$ cat src/rtl/div_unit.sv
// -----------------------------------------------------------------------------
// div_unit -- iterative restoring divider for the MIPS-style HI/LO path.
//
// Signed or unsigned division, one quotient bit per clock. The operands are
// latched as magnitudes, divided unsigned, and then sign-corrected on the way
// out. A divide-by-zero returns all zeros and takes a short two-edge path.
//
// Ports
//   clk           : clock; all state changes on the rising edge
//   rst           : asynchronous active-low reset
//   signed_div_i  : 1 = signed (DIV), 0 = unsigned (DIVU)
//   opdata1_i     : dividend
//   opdata2_i     : divisor
//   start_i       : request, held high by the execute stage until ready_o is seen
//   annul_i       : cancels an in-flight or requested operation
//   result_o      : {remainder, quotient}; upper half -> HI, lower half -> LO
//   ready_o       : high while result_o holds a freshly completed result
// -----------------------------------------------------------------------------
module div_unit #(
    parameter int WIDTH = 32
) (
    input  logic               clk,
    input  logic               rst,
    input  logic               signed_div_i,
    input  logic [WIDTH-1:0]   opdata1_i,
    input  logic [WIDTH-1:0]   opdata2_i,
    input  logic               start_i,
    input  logic               annul_i,
    output logic [2*WIDTH-1:0] result_o,
    output logic               ready_o
);

    localparam int CNT_W = $clog2(WIDTH + 1);

    typedef enum logic [1:0] {
        S_IDLE   = 2'd0,
        S_BYZERO = 2'd1,
        S_ON     = 2'd2,
        S_END    = 2'd3
    } state_t;

    state_t               state_q, state_d;
    logic [CNT_W-1:0]     cnt_q, cnt_d;
    // dvd_q starts as the dividend magnitude; quotient bits are shifted in at
    // the bottom as dividend bits leave the top, so after WIDTH steps it holds
    // the unsigned quotient.
    logic [WIDTH-1:0]     dvd_q, dvd_d;
    logic [WIDTH-1:0]     dvs_q, dvs_d;
    // Stored remainder is always below the divisor, so WIDTH bits suffice;
    // the shifted partial remainder needs the extra bit.
    logic [WIDTH-1:0]     rem_q, rem_d;
    logic                 neg_quo_q, neg_quo_d;
    logic                 neg_rem_q, neg_rem_d;
    logic [2*WIDTH-1:0]   result_q, result_d;

    logic [WIDTH-1:0]     mag1;
    logic [WIDTH-1:0]     mag2;
    logic [WIDTH:0]       part_rem;
    logic                 q_bit;
    logic [WIDTH-1:0]     quo_fix;
    logic [WIDTH-1:0]     rem_fix;

    always_comb begin
        // Operand magnitudes (two's complement negation, modulo 2^WIDTH).
        mag1 = (signed_div_i && opdata1_i[WIDTH-1]) ? -opdata1_i : opdata1_i;
        mag2 = (signed_div_i && opdata2_i[WIDTH-1]) ? -opdata2_i : opdata2_i;

        // One restoring step: shift in the next dividend bit and trial-compare.
        part_rem = {rem_q, dvd_q[WIDTH-1]};
        q_bit    = (part_rem >= {1'b0, dvs_q});

        // Final sign correction of the unsigned result.
        quo_fix = neg_quo_q ? -dvd_q : dvd_q;
        rem_fix = neg_rem_q ? -rem_q : rem_q;

        state_d   = state_q;
        cnt_d     = cnt_q;
        dvd_d     = dvd_q;
        dvs_d     = dvs_q;
        rem_d     = rem_q;
        neg_quo_d = neg_quo_q;
        neg_rem_d = neg_rem_q;
        result_d  = result_q;

        case (state_q)
            S_IDLE: begin
                if (start_i && !annul_i) begin
                    dvd_d     = mag1;
                    dvs_d     = mag2;
                    rem_d     = '0;
                    cnt_d     = '0;
                    neg_quo_d = signed_div_i && (opdata1_i[WIDTH-1] ^ opdata2_i[WIDTH-1]);
                    neg_rem_d = signed_div_i && opdata1_i[WIDTH-1];
                    state_d   = (opdata2_i == '0) ? S_BYZERO : S_ON;
                end
            end

            S_BYZERO: begin
                if (annul_i) begin
                    state_d = S_IDLE;
                end else begin
                    result_d = '0;
                    state_d  = S_END;
                end
            end

            S_ON: begin
                if (annul_i) begin
                    state_d = S_IDLE;
                end else if (cnt_q == CNT_W'(WIDTH)) begin
                    result_d = {rem_fix, quo_fix};
                    state_d  = S_END;
                end else begin
                    // When q_bit is set the difference is below the divisor,
                    // so the low WIDTH bits of the subtraction are exact.
                    rem_d = q_bit ? (part_rem[WIDTH-1:0] - dvs_q) : part_rem[WIDTH-1:0];
                    dvd_d = {dvd_q[WIDTH-2:0], q_bit};
                    cnt_d = cnt_q + CNT_W'(1);
                end
            end

            S_END: begin
                // Hold the result until the execute stage drops its request.
                if (!start_i) begin
                    state_d = S_IDLE;
                end
            end

            default: begin
                state_d = S_IDLE;
            end
        endcase
    end

    always_ff @(posedge clk or negedge rst) begin
        if (!rst) begin
            state_q   <= S_IDLE;
            cnt_q     <= '0;
            dvd_q     <= '0;
            dvs_q     <= '0;
            rem_q     <= '0;
            neg_quo_q <= 1'b0;
            neg_rem_q <= 1'b0;
            result_q  <= '0;
        end else begin
            state_q   <= state_d;
            cnt_q     <= cnt_d;
            dvd_q     <= dvd_d;
            dvs_q     <= dvs_d;
            rem_q     <= rem_d;
            neg_quo_q <= neg_quo_d;
            neg_rem_q <= neg_rem_d;
            result_q  <= result_d;
        end
    end

    assign result_o = result_q;
    assign ready_o  = (state_q == S_END);

endmodule

$ cat config.mk
export PLATFORM = sky130hd
export DESIGN_NAME = div_unit
export DESIGN_NICKNAME = d
export VERILOG_FILES = /design/src/rtl/div_unit.sv
export SDC_FILE = /design/constraint.sdc
export NUM_CORES = 1
export LEC_CHECK = 0
export ABC_AREA = 1
export BUFFER_PORTS_ARGS = -buffer_cell sky130_fd_sc_hd__buf_2
export CORE_UTILIZATION = 40
export CTS_BUF_LIST = sky130_fd_sc_hd__clkbuf_2 sky130_fd_sc_hd__clkbuf_4 sky130_fd_sc_hd__clkbuf_8
export DETAILED_ROUTE_END_ITERATION = 8
export PLACE_DENSITY = 0.6
export SLEW_MARGIN = 25
export SYNTH_ARGS = -nofsm -noshare
export SYNTH_HDL_FRONTEND = slang
export SYNTH_SLANG_ARGS = --single-unit
export TNS_END_PERCENT = 20
$ cat constraint.sdc
create_clock -name clk -period 3.35 [get_ports clk]
set_input_delay 0.67 -clock clk [delete_from_list [all_inputs] [get_ports clk]]
set_output_delay 0.67 -clock clk [all_outputs]
set_load 0.01 [all_outputs]
==> results of run 1 <==
through the flow:
stage          std cells  power, uW
2_1_floorplan       2049       6290
3_3_place_gp        2577       7730
3_5_place_dp        2577       7770
4_1_cts             2609       9450
5_1_grt             2609      10300
6_report            2609       9480
power by group:
part	internal (uW)	leakage (uW)	switching (uW)
logic	1520	0.00558	3280
registers	2510	0.00227	516
clock network	777	0.000216	882
state kept, by name, indices dropped and copies added (netlist names):
signal and cells:
rem_q 32, neg_rem_q 1, dvd_q 32, result_o 64
state_q 2, dvs_q 32, neg_quo_q 1, cnt_q 6
layout by cell type (no fill, tap or decap), types with 3 or more instances in the layout:
master and count:
a21oi_1 54, a22oi_1 25, a32o_1 6, and2_1 5, buf_12 6, buf_2 132
buf_4 11, bufinv_16 3, clkbuf_8 18, clkinv_1 4, dfrtp_1 170, ha_1 42
inv_1 281, inv_2 13, inv_6 3, inv_8 3, nand2_1 709, nand2_2 11
nand3_1 185, nand3b_1 11, nand4_1 31, nor2_1 168, nor2_2 10, nor2_4 3
nor3_1 25, nor3_2 3, o211ai_1 4, o21ai_0 119, o21ai_1 20, o21ai_2 4
o221ai_1 8, o31ai_1 3, o41ai_1 5, or2_2 4, xnor2_1 23, xor2_1 29
worst paths after layout:
| kind | startpoint | endpoint | slack (ps) |
|---|---|---|---|
| hold / removal | rst | dvs_q[8] | 170 |
| setup / recovery | rem_q[7] | rem_q[28] | 780 |
| setup reg to reg | rem_q[7] | rem_q[28] | 780 |
| max in group asynchronous | rst | result_o[18] | 2510 |
| hold reg to reg | result_o[59] | result_o[59] | 480 |
| min in group clk | opdata1_i[30] | dvd_q[30] | 420 |
cells by family (layout without fill, tap and decap cells):
group / after synthesis / after routing / share of synthesized area (%)
AND/OR/NAND/NOR: 1177 / 1177 / 38.2
buffers and inverters: 355 / 480 / 10.6
AO/OA/AOI/OAI: 252 / 252 / 11.0
flip-flops: 170 / 170 / 32.5
XOR/XNOR: 52 / 52 / 3.48
adder cells (fa/ha/maj): 43 / 43 / 4.17
critical path: cells and delay by family (launching register included):
| kind | cells | cell delay (ps) |
|---|---|---|
| flops | 1 | 470 |
| simple gates | 12 | 1470 |
| buf+inv | 2 | 130 |
| fa+ha+maj | 1 | 390 |
area by class of cell:
| type | count | share of cell area, % |
|---|---|---|
| clock buffer | 18 | 1.69 |
| sequential | 170 | 29.0 |
| timing repair buffer | 150 | 5.96 |
| tap | 435 | 3.71 |
| clock inverter | 14 | 1.25 |
| multi-input combinational | 1524 | 50.8 |
| inverter | 298 | 7.63 |
metal layers:
metal,vias to the layer above,routed length [microns]
li1,6755,-
met1,6094,22000
met2,419,17400
met3,37,2610
met4,0,552
met5,-,0
==> flow_summary.toml, run 1 <==
[logic_synthesis]
ys_seq_area_share_pct = 32.5
synth_area_leader_cell = "dfrtp_1"
ys_ff_latch = 170
yosysWarnings = 0
yosys-top-cells-count = "709 x nand2_1, 281 x inv_1, 185 x nand3_1"
async_reset_ff_share_pct = 100
synth_cells = 2049
syn-cell-area_sq_um = 13100
synth-edff-count = 0
synth_fp_nets = 2161
synth_area_per_cell_sq_um = 6.39
synth_area_leaders = "dfrtp_1 32%, nand2_1 20%, inv_1 8.1%"
yosysMostFrequentCell = "nand2_1"
synth.distinct_cells = 49
ys.flop_type = "dfrtp_1"
synth_top_cell_area_share_pct = 32.5

[clock_network]
htree_levels = 4
clock-sinks = 170
clock_path_buffers = 2
ctsRootBufferMaster = "clkbuf_8"
path_clk_slew_ps = 110
cts_setup_buffers = 0
cts_tree = "built"
clkLatencyLatePin_ps = 500
post_cts_resized = 0
cts_made_buffers = 17
cts-hold-fix-buffers = 0

[grt]
grt_use_met2_pct = 37.3
grt_util_met3_pct = 3.51
grt_first_pass_wirelength_mm = 67.8
busiest_layer = "met1"
antenna_found_initial = 0
grt_pass1_vias = 12300
grt_max_degree = 67
grt_use_total_pct = 26.0
use_met1_pct = 40.8
grt_overflow = 0

[placed_design]
gp_congestion = 0.956
place_ws_ps = 704
postPlaceCellArea_sq_um = 14200
hpwl_mm = 33.7
io_buffers = 133

[routing]
ant_nets = 0
via_count = 13300
routedWlPerCell_microns = 16.3
drt-vias-per-instance = 5.10
firstDrtPassIters = 6
drt-total-wl_mm = 42.6
initialDrtViolationCount = 961
drcViolationCount = 0

[final_layout]
area_growth_pct = 12.0
diodes = 0
fillers = 3478
finish.utilization_pct = 46.0
final_area_sq_um = 14700
drive_gt1_share_pct = 10.9
multiInputGateArea_sq_um = 7440
seq_area_sq_um = 4250
fin_nets = 2273

[sta]
finalClockSkew_ps = 13.0
max_freq_ghz = 0.389
rsz0062_at_grt = "no"
setup_viol_count_final = 0
finalSetupTns_ps = 0
period_minus_slack_ps = 2570
relSlewSlack_pct = 38.8
fin_ws_ps = 779
period_share_pct = 76.7
hold_viol = 0
whs_ps = 165
max_slew.worst_pin.slew_ps = 916
final_max_slew_viol_count = 0

[worst_setup_path]
cp_slowest_stage_delay_ps = 470
worstPathRequired_ps = 3750
cp-end-kind = "flip-flop"
slowest_stage = "dfrtp_1"
reg2reg_depth = 15
crit_chain = "ha_1 -> nand2_1 -> inv_1 -> nand2_1 -> nand2_1 -> inv_1 -> nand3_2 -> nand2_2 -> nand2_2 -> nand2_4 -> nand2_8 -> nand2_2 -> nand2_1 -> nand2_1 -> nand2_1"
worst_ep_arrival_time_ps = 2970
crit_type = "flip-flop to flip-flop"
cp_common_cell = "nand2_1"
crit_fanout = 33
worst_setup_path_start_kind = "flip-flop"

[status]
status = "complete, no violations"

[pwr]
p_leak_uw = 0.00806
ir_worst_vdd_uv = 513
p_per_area_nw_per_um2 = 646

[floorplan]
design.core.area_sq_um = 31900
die_area_sq_um = 33500
die_w_microns = 183
initial_core_util_pct = 41.1
die_h_microns = 183
rows = 65
io-pin-count = 134

[worst_hold_path]
min_path_type = "input pin to asynchronous set/reset pin"

[job]
cap_violations = 0
Power figures use the tool's default switching activity.
==> run 2, diff against run 1 <==
--- a/config.mk
+++ b/config.mk
@@ -10,7 +10,7 @@
 export CORE_UTILIZATION = 40
 export CTS_BUF_LIST = sky130_fd_sc_hd__clkbuf_2 sky130_fd_sc_hd__clkbuf_4 sky130_fd_sc_hd__clkbuf_8
 export DETAILED_ROUTE_END_ITERATION = 8
-export PLACE_DENSITY = 0.6
+export PLACE_DENSITY = 0.62
 export SLEW_MARGIN = 25
 export SYNTH_ARGS = -nofsm -noshare
 export SYNTH_HDL_FRONTEND = slang
==> constraint.sdc (replaced) <==
create_clock -name clk -period 2.3 [get_ports clk]
set_input_delay 0.46 -clock clk [delete_from_list [all_inputs] [get_ports clk]]
set_output_delay 0.46 -clock clk [all_outputs]
set_load 0.01 [all_outputs]
==> run 2 against run 1 <==
Net effect: utilization grew 3.5 points; die area is the same; clock power grew 37%; non-clock buffer count grew 94; clock-buffer cell count shrank 1; combinational power grew 71%; worst hold slack gained 93 ps; worst setup slack lost 690 ps; critical path type unchanged; critical endpoint is now rem_q[19].
==> flow_summary.toml, run 2 (synthesis gave the netlist of run 1 again) <==
[status]
status = "complete, no violations"

[clock_network]
clock_path_buffers = 2
htree_levels = 4
ctsRootBufferMaster = "clkbuf_8"
cts_tree = "built"
path_clk_slew_ps = 120
clkLatencyLatePin_ps = 510
clock-sinks = 170
cts_made_buffers = 17

[worst_setup_path]
cp_slowest_stage_delay_ps = 450
cp_common_cell = "nand2_1"
crit_fanout = 5
worst_setup_path_start_kind = "flip-flop"
worst_ep_arrival_time_ps = 2580
slowest_stage = "dfrtp_1"
worstPathRequired_ps = 2670
crit_type = "flip-flop to flip-flop"
cp-end-kind = "flip-flop"
crit_chain = "ha_4 -> nand2_1 -> inv_1 -> nand2_1 -> nand2_1 -> inv_1 -> nand2_2 -> inv_2 -> nand2_2 -> nand2_4 -> buf_4 -> nand2_4 -> nand2_1 -> nand3_1 -> nand2_1"

[sta]
period_share_pct = 96.1
max_slew.worst_pin.slew_ps = 711
period_minus_slack_ps = 2210
hold_viol = 0
rsz0062_at_grt = "yes"
final_max_slew_viol_count = 0
setup_viol_count_final = 0
relSlewSlack_pct = 52.6
finalClockSkew_ps = 27.0
fin_ws_ps = 90.8
max_freq_ghz = 0.453

[grt]
grt_overflow = 0
grt_first_pass_wirelength_mm = 69.6
grt_max_degree = 55
grt_pass1_vias = 12800
grt_use_total_pct = 26.9
antenna_found_initial = 0

[routing]
drcViolationCount = 0
drt-vias-per-instance = 5.12
firstDrtPassIters = 7
via_count = 13900
ant_nets = 0
initialDrtViolationCount = 1050
routedWlPerCell_microns = 16.5
drt-total-wl_mm = 44.6

[final_layout]
diodes = 0
drive_gt1_share_pct = 16.9
final_cell_mix = "697 x nand2_1, 281 x inv_1, 183 x nand3_1"
area_growth_pct = 20.5
layout_commonest_cell = "nand2_1"
fin_nets = 2368
finish.utilization_pct = 49.5
largest_reg_flops = 64

[placed_design]
place_ws_ps = -19.0
gp_congestion = 0.976
io_buffers = 133
hpwl_mm = 35.7

[floorplan]
design.core.area_sq_um = 31900
io-pin-count = 134
die_w_microns = 183
die_h_microns = 183
die_area_sq_um = 33500
rows = 65
initial_core_util_pct = 41.1

[pwr]
p_per_area_nw_per_um2 = 935
ir_worst_vdd_uv = 500
finalPower_uw = 14800
p_leak_uw = 0.00859

[job]
cap_violations = 0

[worst_hold_path]
min_path_type = "input pin to flip-flop"
-- run 2: per-layer routing --
layer / track usage, % / up-vias / wire (microns)
met5: 2.07 / - / 92
met4: 5.53 / 2 / 543
met3: 4.65 / 41 / 3100
met2: 39.7 / 426 / 18700
met1: 40.6 / 6429 / 22200
li1: - / 6953 / -
-- run 2: final cells by class --
cell class | instances | area, sq um
tap | 435 | 544
fill | 3383 | 16100
clock buffer | 17 | 234
multi-input combinational | 1525 | 7790
sequential | 170 | 4260
inverter | 298 | 1130
clock inverter | 14 | 165
timing repair buffer | 244 | 1660
-- run 2: power by group --
| group | leakage, uW | total (uW) | switching [uW] | internal, uW |
|---|---|---|---|---|
| combinational | 0.00613 | 8190 | 5290 | 2900 |
| sequential | 0.00226 | 4290 | 634 | 3650 |
| clock | 0.000197 | 2280 | 1300 | 984 |
-- run 2: worst max-delay path, delay by kind of cell (launching register included) --
family                     cells  cell delay (ps)
and+or+nand+nor               10              940
buffers and inverters          4              360
adders and majority gates      1              330
DFF                            1              450
-- run 2: metrics by stage --
stage          hold slack [ps]  TNS [ps]  instance area (sq um)  instances
2_1_floorplan              164         0                  13100       2049
3_3_place_gp               458         0                  14900       2665
3_5_place_dp               456     -19.0                  14900       2665
4_1_cts                    237     -5.38                  15400       2697
5_1_grt                    259     -93.7                  15800       2703
6_report                   258         0                  15800       2703
-- run 2: worst paths after layout --
kind                          startpoint            to  slack (ps)  cells past startpoint
max                            rem_q[14]     rem_q[19]          90                     15
min                        opdata1_i[26]     dvd_q[26]         260                      3
max reg2reg                    rem_q[14]     rem_q[19]          90                     15
min reg2reg                 result_o[27]  result_o[27]         480                      2
max in group asynchronous            rst      rem_q[1]        1180                      3
min in group asynchronous            rst     dvs_q[14]         470                      2
-- run 2: repair_timing --
item                       in CTS  in global routing
setup buffers                   0                  5
gates resized for setup         4                 68
setup endpoints to repair       5                 62
hold buffers                    1                  0
cloned                          0                  1
hold endpoints to repair       44                  0
pin swaps                       0                  3
